==> config.mk <==
export PLATFORM = sky130hd
export DESIGN_NAME = monochrome_pipe_flat
export DESIGN_NICKNAME = d
export VERILOG_FILES = /design/src/rtl/monochrome_pipe_pkg.sv /design/src/rtl/monochrome_pipe_if.sv /design/src/rtl/monochrome_pipe_luma.sv /design/src/rtl/monochrome_pipe.sv /design/src/flat_wrapper.sv
export SDC_FILE = /design/constraint.sdc
export NUM_CORES = 1
export LEC_CHECK = 0
export BUFFER_PORTS_ARGS = -buffer_cell sky130_fd_sc_hd__buf_2
export CAP_MARGIN = 25
export CORE_MARGIN = 4
export CORE_UTILIZATION = 50
export DETAILED_ROUTE_END_ITERATION = 8
export PLACE_DENSITY = 0.7
export SLEW_MARGIN = 10
export SYNTH_ARGS = -nofsm -noshare
export SYNTH_HDL_FRONTEND = slang
export SYNTH_SLANG_ARGS = --single-unit
==> constraint.sdc <==
create_clock -name clk -period 6.3 [get_ports clk]
set_input_delay 0.63 -clock clk [delete_from_list [all_inputs] [get_ports clk]]
set_output_delay 0.63 -clock clk [all_outputs]
set_load 0.1 [all_outputs]
==> src/rtl/monochrome_pipe_pkg.sv <==
// monochrome_pipe_pkg: shared constants for the monochrome filter pipeline.
//   - Mode encodings (colour / green / amber / white phosphor).
//   - Luma coefficients 38/75/15 with a divide-by-128 shift.
//   - Fixed pixel latency.
//   - Ordered-dither offset table (used when MONOCHROME_DITHER_EN is defined).
// No ports.
package monochrome_pipe_pkg;

    localparam logic [1:0] MODE_COLOUR = 2'b00;
    localparam logic [1:0] MODE_GREEN  = 2'b01;
    localparam logic [1:0] MODE_AMBER  = 2'b10;
    localparam logic [1:0] MODE_WHITE  = 2'b11;

    localparam int unsigned COEF_R     = 38;
    localparam int unsigned COEF_G     = 75;
    localparam int unsigned COEF_B     = 15;
    localparam int unsigned LUMA_SHIFT = 7;

    localparam int unsigned LATENCY    = 3;

    // Dither offsets are below one luma LSB (128), so 7 bits hold them.
    localparam int unsigned DITHER_W   = 7;

    // 2x2 ordered-dither offset, indexed by {line_par, col_par}.
    function automatic logic [DITHER_W-1:0] dither_offset(input logic line_par,
                                                          input logic col_par);
        logic [DITHER_W-1:0] off;
        case ({line_par, col_par})
            2'b00:   off = 7'd0;
            2'b01:   off = 7'd64;
            2'b10:   off = 7'd96;
            default: off = 7'd32;
        endcase
        return off;
    endfunction

endpackage

==> src/rtl/monochrome_pipe_if.sv <==
// monochrome_pipe_if: pixel/sync bundle between the video source and the filter.
//   Source -> filter : mode_req, de_in, hs_in, vs_in, r_in, g_in, b_in
//   Filter -> sink   : r_out, g_out, b_out, de_out, hs_out, vs_out, mode_cur
// Modports: master (source/sink side), slave (the filter).
interface monochrome_pipe_if #(
    parameter int unsigned IN_BITS  = 3,
    parameter int unsigned OUT_BITS = 6
);

    logic [1:0]          mode_req;
    logic                de_in;
    logic                hs_in;
    logic                vs_in;
    logic [IN_BITS-1:0]  r_in;
    logic [IN_BITS-1:0]  g_in;
    logic [IN_BITS-1:0]  b_in;

    logic [OUT_BITS-1:0] r_out;
    logic [OUT_BITS-1:0] g_out;
    logic [OUT_BITS-1:0] b_out;
    logic                de_out;
    logic                hs_out;
    logic                vs_out;
    logic [1:0]          mode_cur;

    modport master (
        output mode_req, de_in, hs_in, vs_in, r_in, g_in, b_in,
        input  r_out, g_out, b_out, de_out, hs_out, vs_out, mode_cur
    );

    modport slave (
        input  mode_req, de_in, hs_in, vs_in, r_in, g_in, b_in,
        output r_out, g_out, b_out, de_out, hs_out, vs_out, mode_cur
    );

endinterface

==> src/rtl/monochrome_pipe_luma.sv <==
// monochrome_pipe_luma: pipeline stage 2, weighted sum of expanded RGB to a
// registered luma value: luma = (r*38 + g*75 + b*15) >> 7.
// With MONOCHROME_DITHER_EN defined, a dither offset is added before the
// shift and the result saturates instead of wrapping.
// Ports:
//   clk, rst_n   pixel clock, synchronous active-low reset
//   r, g, b      expanded colour from stage 1 (OUT_BITS each)
//   dith         dither offset in sum LSBs (only with MONOCHROME_DITHER_EN)
//   luma         registered luma (OUT_BITS)
module monochrome_pipe_luma
    import monochrome_pipe_pkg::*;
#(
    parameter int unsigned OUT_BITS = 6
) (
    input  logic                clk,
    input  logic                rst_n,
    input  logic [OUT_BITS-1:0] r,
    input  logic [OUT_BITS-1:0] g,
    input  logic [OUT_BITS-1:0] b,
`ifdef MONOCHROME_DITHER_EN
    input  logic [DITHER_W-1:0] dith,
`endif
    output logic [OUT_BITS-1:0] luma
);

    localparam int unsigned SUM_W = OUT_BITS + LUMA_SHIFT;

    logic [SUM_W-1:0]    sum;
    logic [SUM_W-1:0]    sum_adj;
    logic [OUT_BITS-1:0] luma_d;
    logic [OUT_BITS-1:0] luma_q;

    // Coefficients sum to 128, so the result always fits in SUM_W bits.
    always_comb begin
        sum = SUM_W'(r) * SUM_W'(COEF_R)
            + SUM_W'(g) * SUM_W'(COEF_G)
            + SUM_W'(b) * SUM_W'(COEF_B);
    end

`ifdef MONOCHROME_DITHER_EN
    logic [SUM_W:0] sum_dith;

    always_comb begin
        sum_dith = {1'b0, sum} + (SUM_W + 1)'(dith);
        sum_adj  = sum_dith[SUM_W] ? {SUM_W{1'b1}} : sum_dith[SUM_W-1:0];
    end
`else
    always_comb begin
        sum_adj = sum;
    end
`endif

    always_comb begin
        luma_d = OUT_BITS'(sum_adj >> LUMA_SHIFT);
    end

    always_ff @(posedge clk) begin
        if (!rst_n) begin
            luma_q <= '0;
        end else begin
            luma_q <= luma_d;
        end
    end

    assign luma = luma_q;

endmodule

==> src/rtl/monochrome_pipe.sv <==
// monochrome_pipe: colour / monochrome-phosphor filter ahead of the video DAC.
//   S1: register inputs, expand IN_BITS -> OUT_BITS by bit replication.
//   S2: luma (monochrome_pipe_luma).
//   S3: mode mux and blanking, registered outputs.
// Fixed latency of 3 clocks; de/hs/vs are delayed to match.
// Mode is sampled on a vs_in rising edge and travels with each pixel, so a
// change never lands mid-frame.
// Optional macro MONOCHROME_DITHER_EN: 2x2 ordered dither in modes 01/10/11.
// Ports:
//   clk     pixel clock, rising edge
//   rst_n   synchronous active-low reset
//   bus     monochrome_pipe_if slave: pixel/sync in, filtered pixel/sync out
module monochrome_pipe
    import monochrome_pipe_pkg::*;
#(
    parameter int unsigned IN_BITS  = 3,
    parameter int unsigned OUT_BITS = 6
) (
    input  logic              clk,
    input  logic              rst_n,
    monochrome_pipe_if.slave  bus
);

    // Replicate the channel MSB-first and keep the top OUT_BITS bits.
    function automatic logic [OUT_BITS-1:0] expand(input logic [IN_BITS-1:0] c);
        logic [OUT_BITS-1:0] e;
        for (int j = 0; j < int'(OUT_BITS); j++) begin
            e[int'(OUT_BITS) - 1 - j] = c[int'(IN_BITS) - 1 - (j % int'(IN_BITS))];
        end
        return e;
    endfunction

    logic                vs_prev_q;
    logic                vs_rise;
    logic [1:0]          mode_cur_q;
    logic [1:0]          mode_eff;

    logic [LATENCY-1:0]  de_sr_q;
    logic [LATENCY-1:0]  hs_sr_q;
    logic [LATENCY-1:0]  vs_sr_q;

    logic [OUT_BITS-1:0] s1_r_q, s1_g_q, s1_b_q;
    logic [1:0]          s1_mode_q;
    logic [OUT_BITS-1:0] s2_r_q, s2_g_q, s2_b_q;
    logic [1:0]          s2_mode_q;
    logic [OUT_BITS-1:0] s2_luma;

    logic [OUT_BITS-1:0] r_d, g_d, b_d;
    logic [OUT_BITS-1:0] r_out_q, g_out_q, b_out_q;

    assign vs_rise  = bus.vs_in & ~vs_prev_q;
    // The pixel sampled on the vs rise already uses the new mode.
    assign mode_eff = vs_rise ? bus.mode_req : mode_cur_q;

`ifdef MONOCHROME_DITHER_EN
    logic                de_prev_q;
    logic                col_par_q;
    logic                line_par_q;
    logic [DITHER_W-1:0] s1_dith_q;

    always_ff @(posedge clk) begin
        if (!rst_n) begin
            de_prev_q  <= 1'b0;
            col_par_q  <= 1'b0;
            line_par_q <= 1'b0;
            s1_dith_q  <= '0;
        end else begin
            de_prev_q <= bus.de_in;
            col_par_q <= bus.de_in ? ~col_par_q : 1'b0;
            if (vs_rise) begin
                line_par_q <= 1'b0;
            end else if (de_prev_q && !bus.de_in) begin
                line_par_q <= ~line_par_q;
            end
            s1_dith_q <= (mode_eff == MODE_COLOUR) ? '0
                                                   : dither_offset(line_par_q, col_par_q);
        end
    end
`endif

    always_ff @(posedge clk) begin
        if (!rst_n) begin
            vs_prev_q  <= 1'b0;
            mode_cur_q <= MODE_COLOUR;
            de_sr_q    <= '0;
            hs_sr_q    <= '0;
            vs_sr_q    <= '0;
            s1_r_q     <= '0;
            s1_g_q     <= '0;
            s1_b_q     <= '0;
            s1_mode_q  <= MODE_COLOUR;
            s2_r_q     <= '0;
            s2_g_q     <= '0;
            s2_b_q     <= '0;
            s2_mode_q  <= MODE_COLOUR;
            r_out_q    <= '0;
            g_out_q    <= '0;
            b_out_q    <= '0;
        end else begin
            vs_prev_q <= bus.vs_in;
            if (vs_rise) begin
                mode_cur_q <= bus.mode_req;
            end
            de_sr_q   <= {de_sr_q[LATENCY-2:0], bus.de_in};
            hs_sr_q   <= {hs_sr_q[LATENCY-2:0], bus.hs_in};
            vs_sr_q   <= {vs_sr_q[LATENCY-2:0], bus.vs_in};
            s1_r_q    <= expand(bus.r_in);
            s1_g_q    <= expand(bus.g_in);
            s1_b_q    <= expand(bus.b_in);
            s1_mode_q <= mode_eff;
            s2_r_q    <= s1_r_q;
            s2_g_q    <= s1_g_q;
            s2_b_q    <= s1_b_q;
            s2_mode_q <= s1_mode_q;
            r_out_q   <= r_d;
            g_out_q   <= g_d;
            b_out_q   <= b_d;
        end
    end

    monochrome_pipe_luma #(
        .OUT_BITS (OUT_BITS)
    ) u_luma (
        .clk   (clk),
        .rst_n (rst_n),
        .r     (s1_r_q),
        .g     (s1_g_q),
        .b     (s1_b_q),
`ifdef MONOCHROME_DITHER_EN
        .dith  (s1_dith_q),
`endif
        .luma  (s2_luma)
    );

    // S3 mode mux; de_sr_q[1] is the de bit of the pixel now in S2.
    always_comb begin
        r_d = '0;
        g_d = '0;
        b_d = '0;
        if (de_sr_q[1]) begin
            case (s2_mode_q)
                MODE_COLOUR: begin
                    r_d = s2_r_q;
                    g_d = s2_g_q;
                    b_d = s2_b_q;
                end
                MODE_GREEN: begin
                    g_d = s2_luma;
                end
                MODE_AMBER: begin
                    r_d = s2_luma;
                    g_d = s2_luma >> 1;
                end
                default: begin
                    r_d = s2_luma;
                    g_d = s2_luma;
                    b_d = s2_luma;
                end
            endcase
        end
    end

    assign bus.r_out    = r_out_q;
    assign bus.g_out    = g_out_q;
    assign bus.b_out    = b_out_q;
    assign bus.de_out   = de_sr_q[LATENCY-1];
    assign bus.hs_out   = hs_sr_q[LATENCY-1];
    assign bus.vs_out   = vs_sr_q[LATENCY-1];
    assign bus.mode_cur = mode_cur_q;

endmodule

==> src/flat_wrapper.sv <==
// flat-port wrapper written by rule: the top's interface ports become plain ports
module monochrome_pipe_flat import monochrome_pipe_pkg::*;
#(
    parameter int unsigned IN_BITS  = 3,
    parameter int unsigned OUT_BITS = 6
)
  (clk, rst_n, bus_mode_req, bus_de_in, bus_hs_in, bus_vs_in, bus_r_in, bus_g_in, bus_b_in, bus_r_out, bus_g_out, bus_b_out, bus_de_out, bus_hs_out, bus_vs_out, bus_mode_cur);
  monochrome_pipe_if #(.IN_BITS(IN_BITS), .OUT_BITS(OUT_BITS)) bus_i ();
  input  logic clk;
  input  logic rst_n;
  input wire logic [$bits(bus_i.mode_req)-1:0] bus_mode_req;
  input wire logic [$bits(bus_i.de_in)-1:0] bus_de_in;
  input wire logic [$bits(bus_i.hs_in)-1:0] bus_hs_in;
  input wire logic [$bits(bus_i.vs_in)-1:0] bus_vs_in;
  input wire logic [$bits(bus_i.r_in)-1:0] bus_r_in;
  input wire logic [$bits(bus_i.g_in)-1:0] bus_g_in;
  input wire logic [$bits(bus_i.b_in)-1:0] bus_b_in;
  output wire logic [$bits(bus_i.r_out)-1:0] bus_r_out;
  output wire logic [$bits(bus_i.g_out)-1:0] bus_g_out;
  output wire logic [$bits(bus_i.b_out)-1:0] bus_b_out;
  output wire logic [$bits(bus_i.de_out)-1:0] bus_de_out;
  output wire logic [$bits(bus_i.hs_out)-1:0] bus_hs_out;
  output wire logic [$bits(bus_i.vs_out)-1:0] bus_vs_out;
  output wire logic [$bits(bus_i.mode_cur)-1:0] bus_mode_cur;
  assign bus_i.mode_req = bus_mode_req;
  assign bus_i.de_in = bus_de_in;
  assign bus_i.hs_in = bus_hs_in;
  assign bus_i.vs_in = bus_vs_in;
  assign bus_i.r_in = bus_r_in;
  assign bus_i.g_in = bus_g_in;
  assign bus_i.b_in = bus_b_in;
  assign bus_r_out = bus_i.r_out;
  assign bus_g_out = bus_i.g_out;
  assign bus_b_out = bus_i.b_out;
  assign bus_de_out = bus_i.de_out;
  assign bus_hs_out = bus_i.hs_out;
  assign bus_vs_out = bus_i.vs_out;
  assign bus_mode_cur = bus_i.mode_cur;
  monochrome_pipe #(.IN_BITS(IN_BITS), .OUT_BITS(OUT_BITS)) u_core (.clk(clk), .rst_n(rst_n), .bus(bus_i));
endmodule
# --- After elaboration in Yosys (flattened, before gate mapping) ---
# Cells that the tools add are included.
totals:
  regBits: 74
  in_bits: 16
  elab_cells: 31
op_classes:
  n_addsub: 2
  n_mul: 3
  n_eq_ne: 2
  mux: 3
  n_bitwise: 2
  n_reduce_logical: 3
ops:
  columns: ["operator", "count"]
  rows:
  - ["6-bit case mux with 2 select lines", 3]
  - ["12-bit by 13-bit adder with 13-bit output", 1]
  - ["13-bit by 10-bit adder with 13-bit output", 1]
  - ["6-bit by 7-bit multiplier with 13-bit output, second input constant", 1]
  - ["6-bit by 5-bit multiplier with 11-bit output, second input constant", 1]
  - ["6-bit by 4-bit multiplier with 10-bit output, second input constant", 1]
  - ["2-bit by 1-bit equality test with 1-bit output, second input constant", 1]
  - ["2-bit equality test, second input constant", 1]
  - ["2-bit zero test", 1]
  - ["2-bit AND reduction", 1]
  - ["2-bit OR reduction", 1]
  - ["1-bit bitwise AND", 1]
  - ["1-bit NOT", 1]

# --- Logic depth before layout (Yosys ltp) ---
# Gate-level depths: netlist of run 1.
depth:
  ltp_word: 3
  ltp_mapped: 17

# --- Hierarchy ---
# Synthesis of run 1 repeated with hierarchy kept, for this count alone.
hier_totals:
  hier_cells: 371
  hier_area_um2: 3733.6
modules_own_cells:
  columns: ["module", "n_inst", "cells_each", "area_per_inst_um2", "seq_area_each_um2"]
  rows:
  - ["monochrome_pipe_luma", 1, 228, 2233.4, 120.1]
  - ["monochrome_pipe", 1, 143, 1500.2, 980.9]

# --- Worst setup path after synthesis of run 1 ---
# Ideal clock, no wire load.
synth_path:
  path_type: "reg-to-reg"
  startpoint: "register u_core.s1_b_q[3]"
  endpoint: "register u_core.u_luma.luma_q[4], in the netlist u_core.u_luma.luma[4]"
  t_arrival_ns: 4.416
  setup_slack_ns: 1.820
  path_stages_with_launch: 17
  path_buffers: 0
  period_less_slack_ns: 4.480
  cell_sequence: "dfxtp_1 -> fa_1 -> inv_1 -> fa_1 -> inv_1 -> ha_1 -> or2_2 -> fa_1 -> inv_1 -> fa_1 -> inv_1 -> ha_1 -> and4b_1 -> a41oi_4 -> a211oi_4 -> or3_1 -> nand4_1"
synth_between:
  elab_chain_len: 2
synth_rtl:
  columns: ["element", "line", "text"]
  rows:
  - ["start: declaration", "monochrome_pipe.sv:42", "logic [OUT_BITS-1:0] s1_r_q, s1_g_q, s1_b_q;"]
  - ["start signal: assignment", "monochrome_pipe.sv:109", "s1_b_q <= expand(bus.b_in);"]
  - ["6-bit by 4-bit multiplier with 10-bit output", "monochrome_pipe_luma.sv:37", "+ SUM_W'(b) * SUM_W'(COEF_B);"]
  - ["13-bit by 10-bit adder with 13-bit output", "monochrome_pipe_luma.sv:37", null]
  - ["end signal: assignment", "monochrome_pipe_luma.sv:61", "luma_q <= luma_d;"]
  - ["end: declaration", "monochrome_pipe_luma.sv:31", "logic [OUT_BITS-1:0] luma_q;"]
# No other way between the ends.
# A chain may end at the register's enable or synchronous reset.

# --- Final worst setup path of run 1 ---
# Ends and elaborated chain as after synthesis.

==> out/results.ini, run 1 <==
[critical_path]
arrival_ns=4.96
path_delay_family=adder cells
crit_path_end_kind=register
crit_path_start_kind=register
path_depth=16
path_buf_inv=4
cpPeakStageDelay_ns=0.67
rr_worst_depth=16
cp.required_ns=6.55
cp_cell_sequence=fa_1, inv_1, fa_1, inv_1, ha_1, or2_2, fa_1, inv_1, fa_1, inv_1, ha_1, and4b_1, a41oi_4, a211oi_4, or3_1, nand4_1
worstSetupPathType=reg -> reg
cp_max_fo=7
cp_slowest_cell=fa_1

[timing]
maxSlewViolCount=0
setup_tns_ns=0
rsz0062_at_grt=false
maxSlewHeadroom_pct=63.1
fin_crit_ns=4.70
hold_viol_final=0
period_share_pct=74.7
worst_pin_slew_ns=0.551
skew_ns=0.00441
setup_slack_ns=1.60
setup_viol=0
max_freq_ghz=0.213

[clock_network]
cts_tree=done
cts_max_path_buffers=2
numCtsBuffers=5
clk_latency_ns=0.31
clk_pin_slew_ns=0.10
cts_resized=0
postCtsHoldBufs=0
cts-root-buf=clkbuf_8
h-tree-depth=2
cts_setup_buffers=0
cts_sinks=55

[finish]
regArea_um2=1100
diodes=0
nets=479
drive_gt1_share_pct=12.7
final_core_util_pct=58.1
syn2layout_area_growth_pct=10.7
fill_cells=571
multi_input_area_um2=2040

[detailed_routing]
top_layer=met4
drc=0
drt-total-wl_mm=5.95
first_iter_violations=100
postRouteAntennaNets=0
wl_met3_um=222
met1Wirelength_mm=2.65
dr.pass1.iters=4
met2_length_mm=2.99
drt-vias-per-instance=4.92
vias=2311
wire_per_inst_um=12.7

[placed_design]
port_buffers=38
pre_cts_slack_ns=1.62
place_congestion=0.852
hpwl_mm=4.89

[die]
rows=29
io_pins=39
die-area_um2=8160
coreArea_um2=6460
die_h_um=90.3
die_w_um=90.3
start_util_pct=52.5

[grt]
grt_pass1_wl_mm=10.4
antenna_found_initial=0
grt_pass1_vias=2296
grt_usage_pct=15.5
grt_max_degree=29
grt-ovfl-total=0

[yosys]
syn_nets=442
synth_cell_type_count=37
async_reset_ff_share_pct=0
syn_area_um2=3390
yosys_warnings=0
synth_cells=355
ys_ff_latch=55
ys_seq_area_share_pct=32.5
synth.avg_cell_area_um2=9.55
synth_ff_type=dfxtp_1
synth_enable_flop_cells=0

[flow_run]
cap_violations=0

[run_status]
status=complete, no violations

[pwr]
p_total_mw=1.08
power_density_nw_per_um2=289
peakVddDrop_uv=128
p_leak_nw=1.84

[min_path]
worstHoldPathCells=1
hold_class=reg -> reg

==> logic make-up after synthesis <==
logic type                 share of synthesized area (%)
buffers and inverters                               7.31
xor gates and xnor gates                            2.07
DFF                                                 32.5
and+or+nand+nor                                     14.7
adders and majority gates                           32.6
muxes                                              0.591
AOI/OAI and AO/OA                                   10.2
==> synthesized netlist by cell type, drive strengths merged (2+ instances only) <==
library cell,number,area (um^2)
clkbuf,6,22.5
mux2i,2,20.0
ha,42,526
nor2b,2,12.5
o211ai,2,15.0
and2,24,151
o21ai,10,50.0
xor2,3,26.3
o21a,5,37.5
nor3,8,40.0
a21boi,2,15.0
a21oi,28,140
or2,2,12.5
nand3,2,10.0
a31oi,3,18.8
inv,57,214
nand2b,5,31.3
buf,2,11.3
nand2,31,116
nor3b,3,22.5
dfxtp,55,1100
nor2,17,63.8
fa,29,581
xnor2,5,43.8
==> cell usage in the layout, fill, tap and decap left out, types with 2 or more instances in the layout <==
cell / count
a21boi_0: 2
a21oi_1: 28
a31oi_1: 3
and2_1: 23
buf_2: 38
clkbuf_8: 5
dfxtp_1: 55
fa_1: 29
ha_1: 42
inv_1: 57
mux2i_1: 2
nand2_1: 31
nand2b_1: 5
nand3_1: 2
nor2_1: 17
nor2b_1: 2
nor3_1: 8
nor3b_1: 3
o211ai_1: 2
o21a_1: 5
o21ai_0: 9
or2_2: 2
xnor2_1: 5
xor2_1: 3
==> final cells by class <==
class,instances,area share [%]
inverters,57,5.70
well taps,77,2.57
flip-flops and latches,55,29.3
repair buffers,38,5.07
clock inverters,2,1.03
clock buffers,6,1.93
multi-input cells,235,54.4
==> power by group <==
part | switching, mW | leakage, nW | internal, mW
Combinational | 0.266 | 1.33 | 0.189
Sequential | 0.0245 | 0.451 | 0.373
Clock | 0.112 | 0.0558 | 0.120
==> final timing paths <==
check | from | to | slack (ns)
worst max register to register | u_core.s1_b_q[3] | u_core.u_luma.luma[4] | 1.60
worst max-delay path | u_core.s1_b_q[3] | u_core.u_luma.luma[4] | 1.60
worst min-delay path | u_core.hs_sr_q[1] | u_core.hs_sr_q[2] | 0.44
worst min register to register | u_core.hs_sr_q[1] | u_core.hs_sr_q[2] | 0.44
==> metal layers <==
| metal | global-route usage, % | up-vias |
|---|---|---|
| met5 | 0 | - |
| met4 | 4.85 | 0 |
| met3 | 3.00 | 9 |
| met2 | 27.9 | 40 |
| met1 | 18.6 | 1061 |
| li1 | - | 1201 |
==> per-stage QoR <==
| step | hold slack, ns | cell area (um^2) | instances |
|---|---|---|---|
| finish | 0.439 | 3750 | 470 |
| floorplan | 0.412 | 3390 | 355 |
| detailed placement | 0.419 | 3640 | 462 |
| CTS | 0.442 | 3750 | 470 |
| global route | 0.455 | 3750 | 470 |
| global placement | 0.414 | 3640 | 462 |
==> worst reg2reg max path, cell delays in order (launching register included) <==
cell and delay, ns:
dfxtp_1 0.43, fa_1 0.67, inv_1 0.08, fa_1 0.48
inv_1 0.04, ha_1 0.16, or2_2 0.28, fa_1 0.50
inv_1 0.05, fa_1 0.53, inv_1 0.04, ha_1 0.29
and4b_1 0.22, a41oi_4 0.30, a211oi_4 0.12, or3_1 0.38
nand4_1 0.07
==> sequential cells by signal (all words and copies together), names as in the netlist, 6 cells and up <==
| register | cells |
|---|---|
| u_core.bus.r_out | 6 |
| u_core.bus.g_out | 6 |
| u_core.u_luma.luma | 6 |
| u_core.bus.b_out | 6 |
(Power assumes the default switching activity.)
==> run 2, diff against run 1 <==
PLACE_DENSITY = 0.73   (was 0.7)
clock period = 4.3 ns   (was 6.3 ns; I/O delays follow)
==> out/results.ini, run 2 (synthesized netlist as in run 1, its figures left out) <==
[detailed_routing]
first_iter_violations=71  ; -29%
dr.pass1.iters=4  ; unchanged
drt-total-wl_mm=6.45  ; +8.4%
drc=0  ; unchanged
drt-vias-per-instance=5.02  ; +2.1%
wire_per_inst_um=13.1  ; +3.1%
postRouteAntennaNets=0  ; unchanged
vias=2480  ; +7.3%

[clock_network]
postCtsHoldBufs=0  ; unchanged
clk_pin_slew_ns=0.10  ; about the same
clk_latency_ns=0.31  ; about the same
numCtsBuffers=5  ; unchanged
cts_sinks=55  ; unchanged
cts_tree=done
cts-root-buf=clkbuf_8
h-tree-depth=2  ; unchanged
cts_max_path_buffers=2  ; unchanged

[timing]
maxSlewHeadroom_pct=60.7  ; -2.5 points
fin_crit_ns=4.28  ; -0.421 ns
setup_slack_ns=0.0176  ; -1.58 ns
maxSlewViolCount=0  ; unchanged
worst_pin_slew_ns=0.588  ; +0.0368 ns
skew_ns=0.00513  ; +0.000717 ns
setup_viol=0  ; unchanged
max_freq_ghz=0.234  ; +9.8%
rsz0062_at_grt=true
hold_viol_final=0  ; unchanged
period_share_pct=99.6  ; +25 points

[finish]
syn2layout_area_growth_pct=19.0
regArea_um2=1110  ; +0.68%
final_core_util_pct=62.5  ; +4.4 points
multi_input_area_um2=2150  ; +5.5%
layout_common_cells=inv_1, dfxtp_1, buf_2
fill_cells=551  ; -3.5%
layout_commonest_cell=inv_1
diodes=0  ; unchanged
nets=503  ; +5.0%
drive_gt1_share_pct=23.5  ; +11 points

[placed_design]
hpwl_mm=5.25  ; +7.3%
port_buffers=38  ; unchanged
pre_cts_slack_ns=-0.0775  ; -1.70 ns
place_congestion=0.814  ; -4.5%

[grt]
grt_pass1_vias=2395  ; +4.3%
antenna_found_initial=0  ; unchanged
grt_max_degree=29  ; unchanged
grt-ovfl-total=0  ; unchanged
grt_usage_pct=16.1  ; +0.57 points
grt_pass1_wl_mm=10.8  ; +3.9%

[die]
coreArea_um2=6460  ; unchanged
io_pins=39  ; unchanged
rows=29  ; unchanged
die-area_um2=8160  ; unchanged
die_h_um=90.3  ; unchanged
die_w_um=90.3  ; unchanged
start_util_pct=52.5  ; unchanged

[critical_path]
arrival_ns=4.48  ; -0.48 ns
crit_path_end_kind=register
cp.required_ns=4.49  ; -2.06 ns
cp_max_fo=6  ; -1
crit_path_start_kind=register
worstSetupPathType=reg -> reg

[run_status]
status=complete, no violations

[min_path]
hold_class=in -> reg

[pwr]
peakVddDrop_uv=210  ; +64%
power_density_nw_per_um2=438  ; +52%
p_leak_nw=1.95  ; +6.3%

[flow_run]
cap_violations=0  ; unchanged

## run 2: cell types whose count changed in the layout (fill, tap and decap cells not counted), moves of 4 or more
cell	before	now
buf_4	0	24
dfxtp_1	55	51
ha_1	42	36
ha_4	0	4
## run 2: report_power, final
group	internal [mW]	total, mW	switching (mW)	leakage (nW)
clock	0.118	0.281	0.163	0.0461
combinational	0.417	0.910	0.493	1.45
sequential	0.546	0.576	0.0295	0.452
## run 2: through the flow
| step | hold slack, ns | instance area (um^2) | instances | total power, mW | TNS (ns) |
|---|---|---|---|---|---|
| after floorplan | 0.412 | 3400 | 355 | 1.12 | 0 |
| after global placement | 0.414 | 3810 | 484 | 1.31 | 0 |
| after detailed placement | 0.418 | 3810 | 484 | 1.34 | -0.209 |
| after CTS | 0.317 | 3960 | 492 | 1.67 | 0 |
| after global routing | 0.326 | 4040 | 494 | 1.91 | -0.849 |
| final | 0.322 | 4040 | 494 | 1.77 | 0 |
## run 2: final cells by class
type                            count  area share [%]
Sequential cell                    55            27.5
Multi-Input combinational cell    235            53.4
Clock inverter                      3           0.589
Clock buffer                        5            1.71
Timing Repair Buffer               62            9.18
Inverter                           57            5.30
Tap cell                           77            2.39
## run 2: final timing paths
| kind | startpoint | end | slack [ns] | cells past startpoint |
|---|---|---|---|---|
| worst min register to register | u_core.de_sr_q[0] | u_core.de_sr_q[1] | 0.44 | 1 |
| worst min-delay path | bus_de_in | u_core.de_sr_q[0] | 0.32 | 2 |
| worst max register to register | u_core.s1_r_q[3] | u_core.u_luma.luma[4] | 0.02 | 17 |
| worst max-delay path | u_core.s1_r_q[3] | u_core.u_luma.luma[4] | 0.02 | 17 |
## run 2: worst max-delay path, stage by stage, from the launching register on
cell and delay, ns:
dfxtp_1 0.34, buf_4 0.14, ha_1 0.19, ha_1 0.20
ha_2 0.21, a21oi_2 0.14, xnor2_1 0.15, fa_1 0.46
fa_1 0.53, inv_2 0.04, fa_1 0.51, inv_2 0.05
ha_4 0.26, and4b_1 0.22, a41oi_4 0.14, a211oi_4 0.38
or3_1 0.16, nand4_1 0.07
## run 2: per-layer routing
| metal | vias to the layer above | global-route usage [%] | part of all wire, % |
|---|---|---|---|
| met5 | - | 0 | 0 |
| met4 | 0 | 4.46 | 2.0 |
| met3 | 12 | 4.17 | 4.6 |
| met2 | 65 | 28.6 | 52 |
| met1 | 1153 | 19.2 | 41 |
| li1 | 1250 | - | - |
## run 2: repair_timing
item | 4_1_cts | 5_1_grt
resized for setup | 9 | 16
buffers inserted | 0 | 2
endpoints found under the setup margin | 5 | 6
pin swaps | 8 | 14
